===== src/rtl/ctrl_seq_if.sv =====
// Bundle between ctrl_seq and the fetch/datapath side: Start, Instruction and
// Zero flow into the sequencer; decode and handshake strobes flow out.
interface ctrl_seq_if #(
  parameter int IW     = 9,
  parameter int ALUOPW = 4
);
  logic              Start;
  logic [IW-1:0]     Instruction;
  logic              Zero;
  logic              Jump;
  logic              BranchEn;
  logic              MemWrEn;
  logic              MemRdEn;
  logic              RegWrEn;
  logic              Ack;
  logic              Stall;
  logic              PcAdvance;
  logic [ALUOPW-1:0] ALUOp;
  logic [15:0]       InstrCount;

  modport master (
    output Start, Instruction, Zero,
    input  Jump, BranchEn, MemWrEn, MemRdEn, RegWrEn, Ack, Stall, PcAdvance,
           ALUOp, InstrCount
  );

  modport slave (
    input  Start, Instruction, Zero,
    output Jump, BranchEn, MemWrEn, MemRdEn, RegWrEn, Ack, Stall, PcAdvance,
           ALUOp, InstrCount
  );
endinterface


===== src/rtl/ctrl_seq.sv =====
// Clocked control sequencer: opcode decode, multi-cycle LW/SW stalling, HALT/Ack.
// Optional retired-instruction counter enabled by CTRL_SEQ_INSTR_COUNT_EN.
module ctrl_seq #(
  parameter int IW      = 9,
  parameter int OPW     = 4,
  parameter int ALUOPW  = 4,
  parameter int MEM_LAT = 2
) (
  input  logic        Clk,
  input  logic        Reset,
  ctrl_seq_if.slave   bus
);
  typedef enum logic [1:0] {IDLE, RUN, MEM_WAIT, HALT} state_t;

  localparam int             CW   = (MEM_LAT > 1) ? $clog2(MEM_LAT) : 1;
  localparam logic [CW-1:0]  LAST = CW'(MEM_LAT - 1);

  localparam logic [OPW-1:0] OP_LW   = OPW'(0);
  localparam logic [OPW-1:0] OP_LOOP = OPW'(9);
  localparam logic [OPW-1:0] OP_GOTO = OPW'(11);
  localparam logic [OPW-1:0] OP_BEQ  = OPW'(12);
  localparam logic [OPW-1:0] OP_RB   = OPW'(13);
  localparam logic [OPW-1:0] OP_SW   = OPW'(14);
  localparam logic [OPW-1:0] OP_HALT = OPW'(15);

  state_t            state_q, state_d;
  logic [CW-1:0]     cnt_q, cnt_d;
  logic [OPW-1:0]    opc;
  logic              jump, branch_en, mem_wr, mem_rd, reg_wr, ack, stall, pc_adv;
  logic [ALUOPW-1:0] alu_op;
  logic              unused_instr_bits;

  assign opc               = bus.Instruction[IW-1 -: OPW];
  assign unused_instr_bits = ^bus.Instruction[IW-OPW-1:0];

  always_comb begin
    state_d   = state_q;
    cnt_d     = cnt_q;
    jump      = 1'b0;
    branch_en = 1'b0;
    mem_wr    = 1'b0;
    mem_rd    = 1'b0;
    reg_wr    = 1'b0;
    ack       = 1'b0;
    stall     = 1'b0;
    pc_adv    = 1'b0;
    alu_op    = '0;
    case (state_q)
      IDLE: if (bus.Start) state_d = RUN;
      RUN: begin
        case (opc)
          OP_LW: begin
            mem_rd = 1'b1;
            if (MEM_LAT == 1) begin
              reg_wr = 1'b1;
              pc_adv = 1'b1;
            end else begin
              stall   = 1'b1;
              state_d = MEM_WAIT;
              cnt_d   = CW'(1);
            end
          end
          OP_SW: begin
            mem_wr = 1'b1;
            if (MEM_LAT == 1) pc_adv = 1'b1;
            else begin
              stall   = 1'b1;
              state_d = MEM_WAIT;
              cnt_d   = CW'(1);
            end
          end
          OP_LOOP, OP_BEQ: begin
            alu_op    = ALUOPW'(opc);
            branch_en = bus.Zero;
            pc_adv    = 1'b1;
          end
          OP_GOTO: begin
            jump   = 1'b1;
            pc_adv = 1'b1;
          end
          OP_RB:   pc_adv = 1'b1;
          OP_HALT: state_d = HALT;
          default: begin
            // Remaining opcodes (1-8, 10) are register-writing ALU ops.
            reg_wr = 1'b1;
            alu_op = ALUOPW'(opc);
            pc_adv = 1'b1;
          end
        endcase
      end
      MEM_WAIT: begin
        // Instruction is held by the fetch unit, so the opcode still tells LW from SW.
        mem_rd = (opc == OP_LW);
        if (cnt_q == LAST) begin
          pc_adv  = 1'b1;
          reg_wr  = (opc == OP_LW);
          state_d = RUN;
          cnt_d   = '0;
        end else begin
          stall = 1'b1;
          cnt_d = cnt_q + CW'(1);
        end
      end
      HALT: begin
        ack = 1'b1;
        if (bus.Start) state_d = RUN;
      end
      default: state_d = IDLE;
    endcase
    // Reset silences every strobe in the same cycle so an aborted LW never writes back.
    if (Reset) begin
      jump      = 1'b0;
      branch_en = 1'b0;
      mem_wr    = 1'b0;
      mem_rd    = 1'b0;
      reg_wr    = 1'b0;
      ack       = 1'b0;
      stall     = 1'b0;
      pc_adv    = 1'b0;
      alu_op    = '0;
    end
  end

  always_ff @(posedge Clk) begin
    if (Reset) begin
      state_q <= IDLE;
      cnt_q   <= '0;
    end else begin
      state_q <= state_d;
      cnt_q   <= cnt_d;
    end
  end

  assign bus.Jump      = jump;
  assign bus.BranchEn  = branch_en;
  assign bus.MemWrEn   = mem_wr;
  assign bus.MemRdEn   = mem_rd;
  assign bus.RegWrEn   = reg_wr;
  assign bus.Ack       = ack;
  assign bus.Stall     = stall;
  assign bus.PcAdvance = pc_adv;
  assign bus.ALUOp     = alu_op;

`ifdef CTRL_SEQ_INSTR_COUNT_EN
  logic [15:0] icnt_q, icnt_d;

  always_comb begin
    icnt_d = icnt_q;
    if ((state_q == IDLE || state_q == HALT) && bus.Start) icnt_d = '0;
    else if (pc_adv && icnt_q != 16'hFFFF)                 icnt_d = icnt_q + 16'd1;
  end

  always_ff @(posedge Clk) begin
    if (Reset) icnt_q <= '0;
    else       icnt_q <= icnt_d;
  end

  assign bus.InstrCount = Reset ? 16'h0 : icnt_q;
`else
  assign bus.InstrCount = 16'h0;
`endif
endmodule


===== src/flat_wrapper.sv =====
// flat-port wrapper written by rule: the top's interface ports become plain ports
module ctrl_seq_flat 
#(
  parameter int IW      = 9,
  parameter int OPW     = 4,
  parameter int ALUOPW  = 4,
  parameter int MEM_LAT = 2
)
  (Clk, Reset, bus_Start, bus_Instruction, bus_Zero, bus_Jump, bus_BranchEn, bus_MemWrEn, bus_MemRdEn, bus_RegWrEn, bus_Ack, bus_Stall, bus_PcAdvance, bus_ALUOp, bus_InstrCount);
  ctrl_seq_if #(.IW(IW), .ALUOPW(ALUOPW)) bus_i ();
  input  logic Clk;
  input  logic Reset;
  input wire logic [$bits(bus_i.Start)-1:0] bus_Start;
  input wire logic [$bits(bus_i.Instruction)-1:0] bus_Instruction;
  input wire logic [$bits(bus_i.Zero)-1:0] bus_Zero;
  output wire logic [$bits(bus_i.Jump)-1:0] bus_Jump;
  output wire logic [$bits(bus_i.BranchEn)-1:0] bus_BranchEn;
  output wire logic [$bits(bus_i.MemWrEn)-1:0] bus_MemWrEn;
  output wire logic [$bits(bus_i.MemRdEn)-1:0] bus_MemRdEn;
  output wire logic [$bits(bus_i.RegWrEn)-1:0] bus_RegWrEn;
  output wire logic [$bits(bus_i.Ack)-1:0] bus_Ack;
  output wire logic [$bits(bus_i.Stall)-1:0] bus_Stall;
  output wire logic [$bits(bus_i.PcAdvance)-1:0] bus_PcAdvance;
  output wire logic [$bits(bus_i.ALUOp)-1:0] bus_ALUOp;
  output wire logic [$bits(bus_i.InstrCount)-1:0] bus_InstrCount;
  assign bus_i.Start = bus_Start;
  assign bus_i.Instruction = bus_Instruction;
  assign bus_i.Zero = bus_Zero;
  assign bus_Jump = bus_i.Jump;
  assign bus_BranchEn = bus_i.BranchEn;
  assign bus_MemWrEn = bus_i.MemWrEn;
  assign bus_MemRdEn = bus_i.MemRdEn;
  assign bus_RegWrEn = bus_i.RegWrEn;
  assign bus_Ack = bus_i.Ack;
  assign bus_Stall = bus_i.Stall;
  assign bus_PcAdvance = bus_i.PcAdvance;
  assign bus_ALUOp = bus_i.ALUOp;
  assign bus_InstrCount = bus_i.InstrCount;
  ctrl_seq #(.IW(IW), .OPW(OPW), .ALUOPW(ALUOPW), .MEM_LAT(MEM_LAT)) u_core (.Clk(Clk), .Reset(Reset), .bus(bus_i));
endmodule

===== config.mk =====
export PLATFORM = sky130hd
export DESIGN_NAME = ctrl_seq_flat
export DESIGN_NICKNAME = d
export VERILOG_FILES = /design/src/rtl/ctrl_seq_if.sv /design/src/rtl/ctrl_seq.sv /design/src/flat_wrapper.sv
export SDC_FILE = /design/constraint.sdc
export NUM_CORES = 1
export LEC_CHECK = 0
export BUFFER_PORTS_ARGS = -buffer_cell sky130_fd_sc_hd__buf_2
export CAP_MARGIN = 30
export CELL_PAD_IN_SITES_DETAIL_PLACEMENT = 0
export CELL_PAD_IN_SITES_GLOBAL_PLACEMENT = 1
export CORE_MARGIN = 2
export CORE_UTILIZATION = 25
export DETAILED_ROUTE_END_ITERATION = 12
export PLACE_DENSITY = 0.86
export SKIP_LAST_GASP = 1
export SYNTH_ARGS = -nofsm -noshare
export SYNTH_HDL_FRONTEND = slang
export SYNTH_SLANG_ARGS = --single-unit
export TNS_END_PERCENT = 50

===== constraint.sdc =====
create_clock -name Clk -period 1.65 [get_ports Clk]
set_input_delay 0.0825 -clock Clk [delete_from_list [all_inputs] [get_ports Clk]]
set_output_delay 0.0825 -clock Clk [all_outputs]
set_load 0.02 [all_outputs]

* After elaboration in Yosys (flattened, before gate mapping)
Cells that the tools add are included.
** Operators by class
- Mux-type cells :: 36
- Reduce and logical (&&, ||, !) cells :: 11
- Equality and inequality tests :: 13
- Add/sub/neg operators :: 1
** Operators by type and width (number)
- $eq A4 B4 Y1 const B :: 6
- $mux W1 :: 24
- $mux W4 :: 3
- $pmux W1 S2 :: 5
- $reduce_or A7 Y1 :: 1
- $pmux W2 S3 :: 1
- $reduce_or A2 Y1 :: 3
- $reduce_or A5 Y1 :: 1
- $eq A2 B2 Y1 const B :: 2
- $logic_not A4 Y1 :: 1
- $mux W2 :: 2
- $ne A2 B1 Y1 const B :: 2
- $pmux W2 S2 :: 1
- $ne A3 B3 Y1 const B :: 1
- $reduce_and A3 Y1 :: 1
- $reduce_or A3 Y1 :: 1
- $eq A2 B1 Y1 const B :: 1
- $logic_not A2 Y1 :: 1
- $ne A2 B2 Y1 const B :: 1
- $reduce_and A2 Y1 :: 1
- $reduce_bool A2 Y1 :: 1
- $add A1 B1 Y1 const B :: 1
** Storage, ports and cells
- Output and inout port bits :: 28
- Input bits :: 13
- Register bits :: 3

* Longest topological paths before layout
Gate-level depths: netlist of the first run.
- Depth after elaboration :: 5
- Depth in mapped cells :: 6
- Depth with buffers taken out :: 5

* Worst setup path after synthesis of the first run
OpenSTA, ideal clock, no wires.
- Path kind :: reg-to-output
- Start :: register u_core.state_q[0]
- End :: output bus_BranchEn
- Stages on the path, launching flop included :: 6
- Path buffers :: 1
- Slack :: -0.152 ns
- Arrival :: 1.720 ns
- Cell sequence :: dfxtp_1 -> ha_1 -> clkbuf_1 -> nor2b_1 -> nand2_1 -> nor4b_1
** Between the ends
- Word-level cells in the longest chain between the ends :: 3
** Ends and longest elaborated chain
- from (decl) :: line ctrl_seq.sv:26 : state_t state_q, state_d;
- from (signal assigned) :: line ctrl_seq.sv:129 : state_q <= state_d;
- $eq A2 B1 Y1 :: line ctrl_seq.sv:48 : case (state_q)
- $mux W1 :: line ctrl_seq.sv:48
- $mux W1 :: line ctrl_seq.sv:111 : if (Reset) begin
- to (decl) :: line flat_wrapper.sv:17 : output wire logic [$bits(bus_i.BranchEn)-1:0] bus_BranchEn;
No other way between the ends.

* Worst setup path in the final report of the first run
- Start :: register u_core.state_q[1]
- End :: output bus_BranchEn
The elaborated chain is that of the path after synthesis.

==> results.md, run 1 <==
* All-layer global routing usage at under 10%
* Vias in the first global route at 420
* Detail-routed via count per cell at approximately 4.6
* CTS Buf Count at 3
* Final #Nets at approximately 110
* Detailed Route Iter0 Violations at 10
* Core ar. at approximately 2200 um2
* GPL Wtd Cong at a little over 0.7
* Synthesized area per cell at about 7.3 um2
* Final WL at between 1000 and 1500 um
* Synth cell types at 31
* Placement row count at 17
* Smallest hold slack at about 220 ps
* CP required at about 1600 ps
* CTS Root Buffer Type: clkbuf_4
* Leak at 0.346 nW
* Crit Path Class: flop to primary output
* CP Launch Type: flop
* H-Tree Depth at 1
* Mapped Cells at 76
* Placed cell count at approximately 120
* Clk buf depth at 2
* Synth warn at 0
* Io pins at 41
* Post-synth EDFFs at 0
* Setup violations, final at 0
* Final hold vios at 0
* Crit path capture type: primary output
* Initial antenna violation count at 0
* Final min period at roughly 1600 ps
* Skew-Pair Late Insertion Delay at about 230 ps
* Hold crit path type: input port to flop
* Port bufs at 19
* Power per Cell Area at 778 nW/um2
* Area growth from synthesis to layout at 22.4%
* Unrepaired setup endpoints after global routing: no
* First-pass GRT wire length at a little under 2000 um
* Die area at approximately 2600 um2
* Final core occ at a little under a third
* Layout cell share with drive strength beyond 1 at between 30% and 40%
* Asr flop ratio synth at 0%
* Synth Flop Type: dfxtp_1
* Netlist Area Pre-Place at 558 um2
* Clk sink count at 3
* ANT cells at 0
* GRT overflow at 0
* Largest net degree at the start of global routing at 12
* Yosys reg bits at 3
* Die Y-Extent at 51.2 um
* Total Power at 0.531 mW
* Peak Freq at 636 MHz
* ANT nets after route at 0
* # DRC at 0
* Reg clk slew, reported paths at about 40 ps
* WL/cell at approximately 11 um
* Initial core utilization at around 26%
* Final Non-Filler Cells at between 100 and 150
* Count leader, synth: buf_4
* Vias at 570
* Max-Cap Viols at 0
* Dpl hpwl at slightly below 1000 um
* Maximum vdd drop at roughly 0.4 mV
* Drt pass-1 iters at 4
* Clk_skew at about 0.51 ps
* Crit Path Max Fanout at 7
* Pins Over Slew Limit at 0
* Synth top area share at between 20% and 30%
* Post-synthesis sequential area ratio at between 10% and 20%
* Die W at 51.2 um
* Setup_tns at 0 ps
* Status: complete, no violations
* Area leader, netlist: buf_4
* Synth cell count leaders: buf_4, inv_1, o21ai_0
* WP data arrival at 1490 ps
* Fin crit share at between 90% and 100%
* CTS tree: done
* Top post-synthesis cells by area: buf_4, dfxtp_1, ha_1
-- repair_timing --
item                       CTS  global route
gates resized for setup      4             5
buffers inserted             0             2
setup endpoints to repair    6             4
pin swaps                    0             1
hold buffers                 0             0
-- metrics by stage --
step	area (um2)	setup WS, ps
after detailed placement	612	115
after CTS	654	11.0
after floorplan	621	109
after global placement	612	142
final	683	78.6
after global routing	683	2.09
-- layout by cell type, fill, tap and decap left out, types with 2 or more instances in the layout --
cell	n
nand3_1	3
buf_2	18
o21ai_0	5
nand2_1	3
and2_1	3
nor3_1	4
nand2b_1	2
clkbuf_4	3
dfxtp_2	2
buf_4	4
inv_1	6
a211oi_1	2
conb_1	16
ha_1	2
-- sequential cells by signal (all words and copies together), names as in the netlist --
signal and cells:
u_core.cnt_q 1, u_core.state_q 2
-- kinds of logic (layout without fill, tap and decap cells) --
| group | after synthesis | in the layout | synth area share [%] |
|---|---|---|---|
| AOI/OAI and AO/OA | 15 | 15 | 20.4 |
| xor gates and xnor gates | 2 | 2 | 3.14 |
| adders and majority gates | 4 | 4 | 8.52 |
| buffers and inverters | 28 | 33 | 30.9 |
| DFF | 3 | 3 | 10.8 |
| other | 1 | 16 | 0.672 |
| and+or+nand+nor | 23 | 23 | 25.6 |
-- final cells by class --
cell class	count	area, um2
fillers	246	1490
multi-input cells	60	413
repair buffers	22	120
flip-flops and latches	3	62.6
well taps	28	35.0
clock buffers	4	26.3
inverters	7	26.3
-- final timing paths --
path,start,endpoint,slack (ps),depth (start not counted)
setup reg to reg,u_core.state_q[0]$_SDFFE_PP0P_,u_core.state_q[1]$_SDFFE_PP0P_,110,4
hold / removal,Reset,u_core.state_q[0]$_SDFFE_PP0P_,220,2
hold reg to reg,u_core.state_q[0]$_SDFFE_PP0P_,u_core.state_q[0]$_SDFFE_PP0P_,520,2
setup / recovery,u_core.state_q[1]$_SDFFE_PP0P_,bus_BranchEn,80,6
-- critical path, stage by stage, from the launching register on --
cell     delay, ps
dfxtp_2        330
inv_2           60
ha_4           170
nor2b_4        150
nand2_1         80
nor4b_2        270
buf_4          180
-- metal layers --
layer	track usage [%]	vias to the layer above	part of all wire [%]
li1	-	273	-
met1	13.9	262	45
met2	13.4	35	44
met4	2.63	0	0
met5	0	-	0
met3	3.51	0	11
-- report_power, final --
group          leakage (nW)  switching, mW  total (mW)  internal, mW
registers            0.0254         0.0267       0.119        0.0922
logic                 0.306          0.167       0.282         0.116
clock network        0.0150         0.0392       0.130        0.0907
total                 0.346          0.233       0.531         0.299
Note: power is estimated with default switching activity, not from simulation.
==> run 2, diff against run 1 <==
MAX_ROUTING_LAYER = met4   (was default)
==> run 2 against run 1 <==
Effect of this change:
- via count shrank 1.8%
- critical path type unchanged
- design area is the same
- setup slack gained 8.3 ps
- wire length shrank 0.76%
- core utilization is the same
- global-route usage grew 0.25 points
- first-iteration DRC count grew 50%
- sequential power is essentially flat
- clock power is essentially flat
- sequential share of layout area is the same
==> results.md, run 2 (synthesized netlist as in run 1, its figures left out) <==
* CP max-delay cell: dfxtp_2
* CP Launch Type: flop
* Detailed Route Iter0 Violations at 15 (+5)
* Port bufs at 19 (unchanged)
* Most frequent cells in the layout: buf_2, conb_1, inv_1, o21ai_0
* GRT overflow at 0 (unchanged)
* Crit Path Max Fanout at 7 (unchanged)
* Crit Path Class: flop to primary output
* Smallest hold slack at 223 ps (+4.84 ps)
* Largest register FFs at 2 (unchanged)
* GPL Wtd Cong at 0.731 (+1.2%)
* Crit path capture type: primary output
* First-pass GRT wire length at 1960 um (+0.36%)
* Dpl hpwl at 961 um (unchanged)
* Skew-Pair Late Insertion Delay at 230 ps (about the same)
* Drt pass-1 iters at 5 (+1)
* Clk_skew at 0.419 ps (-0.0877 ps)
* Final hold vios at 0 (unchanged)
* # DRC at 0 (unchanged)
* Status: complete, no violations
* Max-Cap Viols at 0 (unchanged)
* Unrepaired setup endpoints after global routing: no
* Die W at 51.2 um (unchanged)
* Post-Layout Inst Area at 683 um2 (unchanged)
* CP required at 1570 ps (about the same)
* WP data arrival at 1480 ps (about the same)
* Final #Nets at 113 (unchanged)
* Maximum vdd drop at 0.403 mV (-0.22%)
* Die area at 2630 um2 (unchanged)
* H-Tree Depth at 1 (unchanged)
* WL/cell at 10.6 um (-0.76%)
* Placement row count at 17 (unchanged)
* Top Registers: u_core.state_q: 2 flops, u_core.cnt_q: 1 flops
* Setup violations, final at 0 (unchanged)
* Pins Over Slew Limit at 0 (unchanged)
* Hold_buf cts at 0 (unchanged)
* Detail-routed via count per cell at 4.52 (-1.8%)
* Vias at 560 (-1.8%)
* Cell chain of the critical path: inv_2, ha_4, nor2b_4, nand2_1, nor4b_2, buf_4
* All-layer global routing usage at 9.94% (+0.25 points)
* Initial antenna violation count at 0 (unchanged)
* Final min period at 1560 ps (-8.29 ps)
* Final WL at 1310 um (-0.76%)
* Leading cell type in the layout, fill and taps excluded: buf_2
* CTS Buf Count at 3 (unchanged)
* Largest stage delay, worst path at 330 ps (about the same)
* CTS tree: done
* Largest net degree at the start of global routing at 12 (unchanged)
* Area growth from synthesis to layout at 22.4% (unchanged)
* Io pins at 41 (unchanged)
* Placed instance area at 612 um2 (unchanged)
* Leak at 0.346 nW (unchanged)
* Hold crit path type: input port to flop
* Top reg by flops: u_core.state_q
* Layout cell share with drive strength beyond 1 at 35.4% (unchanged)
* Clk buf depth at 2 (unchanged)
* Setup_tns at 0 ps (unchanged)
* Clk sink count at 3 (unchanged)
* Initial core utilization at 25.7% (unchanged)
* ANT nets after route at 0 (unchanged)
* Fill cell count at 246 (unchanged)
* ANT cells at 0 (unchanged)
* Fin crit share at 94.7% (-0.50 points)
* Vias in the first global route at 417 (-0.71%)
* Reg clk slew, reported paths at 40 ps (about the same)
* CTS Root Buffer Type: clkbuf_4
* Power per Cell Area at 775 nW/um2 (-0.33%)
* Die Y-Extent at 51.2 um (unchanged)
* Core ar. at 2170 um2 (unchanged)
* Peak Freq at 640 MHz (+0.53%)
-- run 2: cell counts in the layout (fill, tap and decap cells not counted) --
Identical to the previous run, type by type.
-- run 2: stage by stage --
step | instances | power [mW] | utilization, % | setup slack [ps]
detailed placement | 118 | 0.348 | 28.2 | 115
floorplan | 91 | 0.325 | - | 109
CTS | 122 | 0.505 | 30.2 | 11.0
global placement | 118 | 0.343 | 28.2 | 142
finish | 124 | 0.530 | 31.5 | 86.9
global route | 124 | 0.570 | 31.5 | 2.09
-- run 2: path summary, 6_finish.rpt --
check	from	end	slack, ps	cells past startpoint
worst max-delay path	u_core.state_q[1]$_SDFFE_PP0P_	bus_BranchEn	90	6
worst max register to register	u_core.state_q[0]$_SDFFE_PP0P_	u_core.state_q[1]$_SDFFE_PP0P_	110	4
worst min register to register	u_core.state_q[0]$_SDFFE_PP0P_	u_core.state_q[0]$_SDFFE_PP0P_	520	2
worst min-delay path	Reset	u_core.state_q[0]$_SDFFE_PP0P_	220	2
-- run 2: layer usage --
metal	global-route usage [%]	part of all wire, %
met4	2.63	0
met5	-	0
met2	13.4	44
met1	13.9	46
met3	3.51	10
-- run 2: repair_timing --
item / CTS / global route
gates resized for setup: 4 / 5
cloned: 0 / 0
pin swaps: 0 / 1
endpoints found under the setup margin: 6 / 4
buffers inserted: 0 / 2
-- run 2: worst max-delay path: cells and delay by family, from the launching register on --
family | cells | cell delay [ps]
simple gates | 3 | 500
flops | 1 | 330
buf+inv | 2 | 240
fa+ha+maj | 1 | 160
-- run 2: final cells by class --
cell class	instances	area [um2]	share of cell area, %
clock buffers	4	26.3	3.85
multi-input cells	60	413	60.4
well taps	28	35.0	5.13
flip-flops and latches	3	62.6	9.16
inverters	7	26.3	3.85
repair buffers	22	120	17.6
-- run 2: power by group --
part / internal, mW / total [mW] / switching, mW
clock: 0.0907 / 0.129 / 0.0387
combinational: 0.116 / 0.281 / 0.166
sequential: 0.0922 / 0.119 / 0.0268
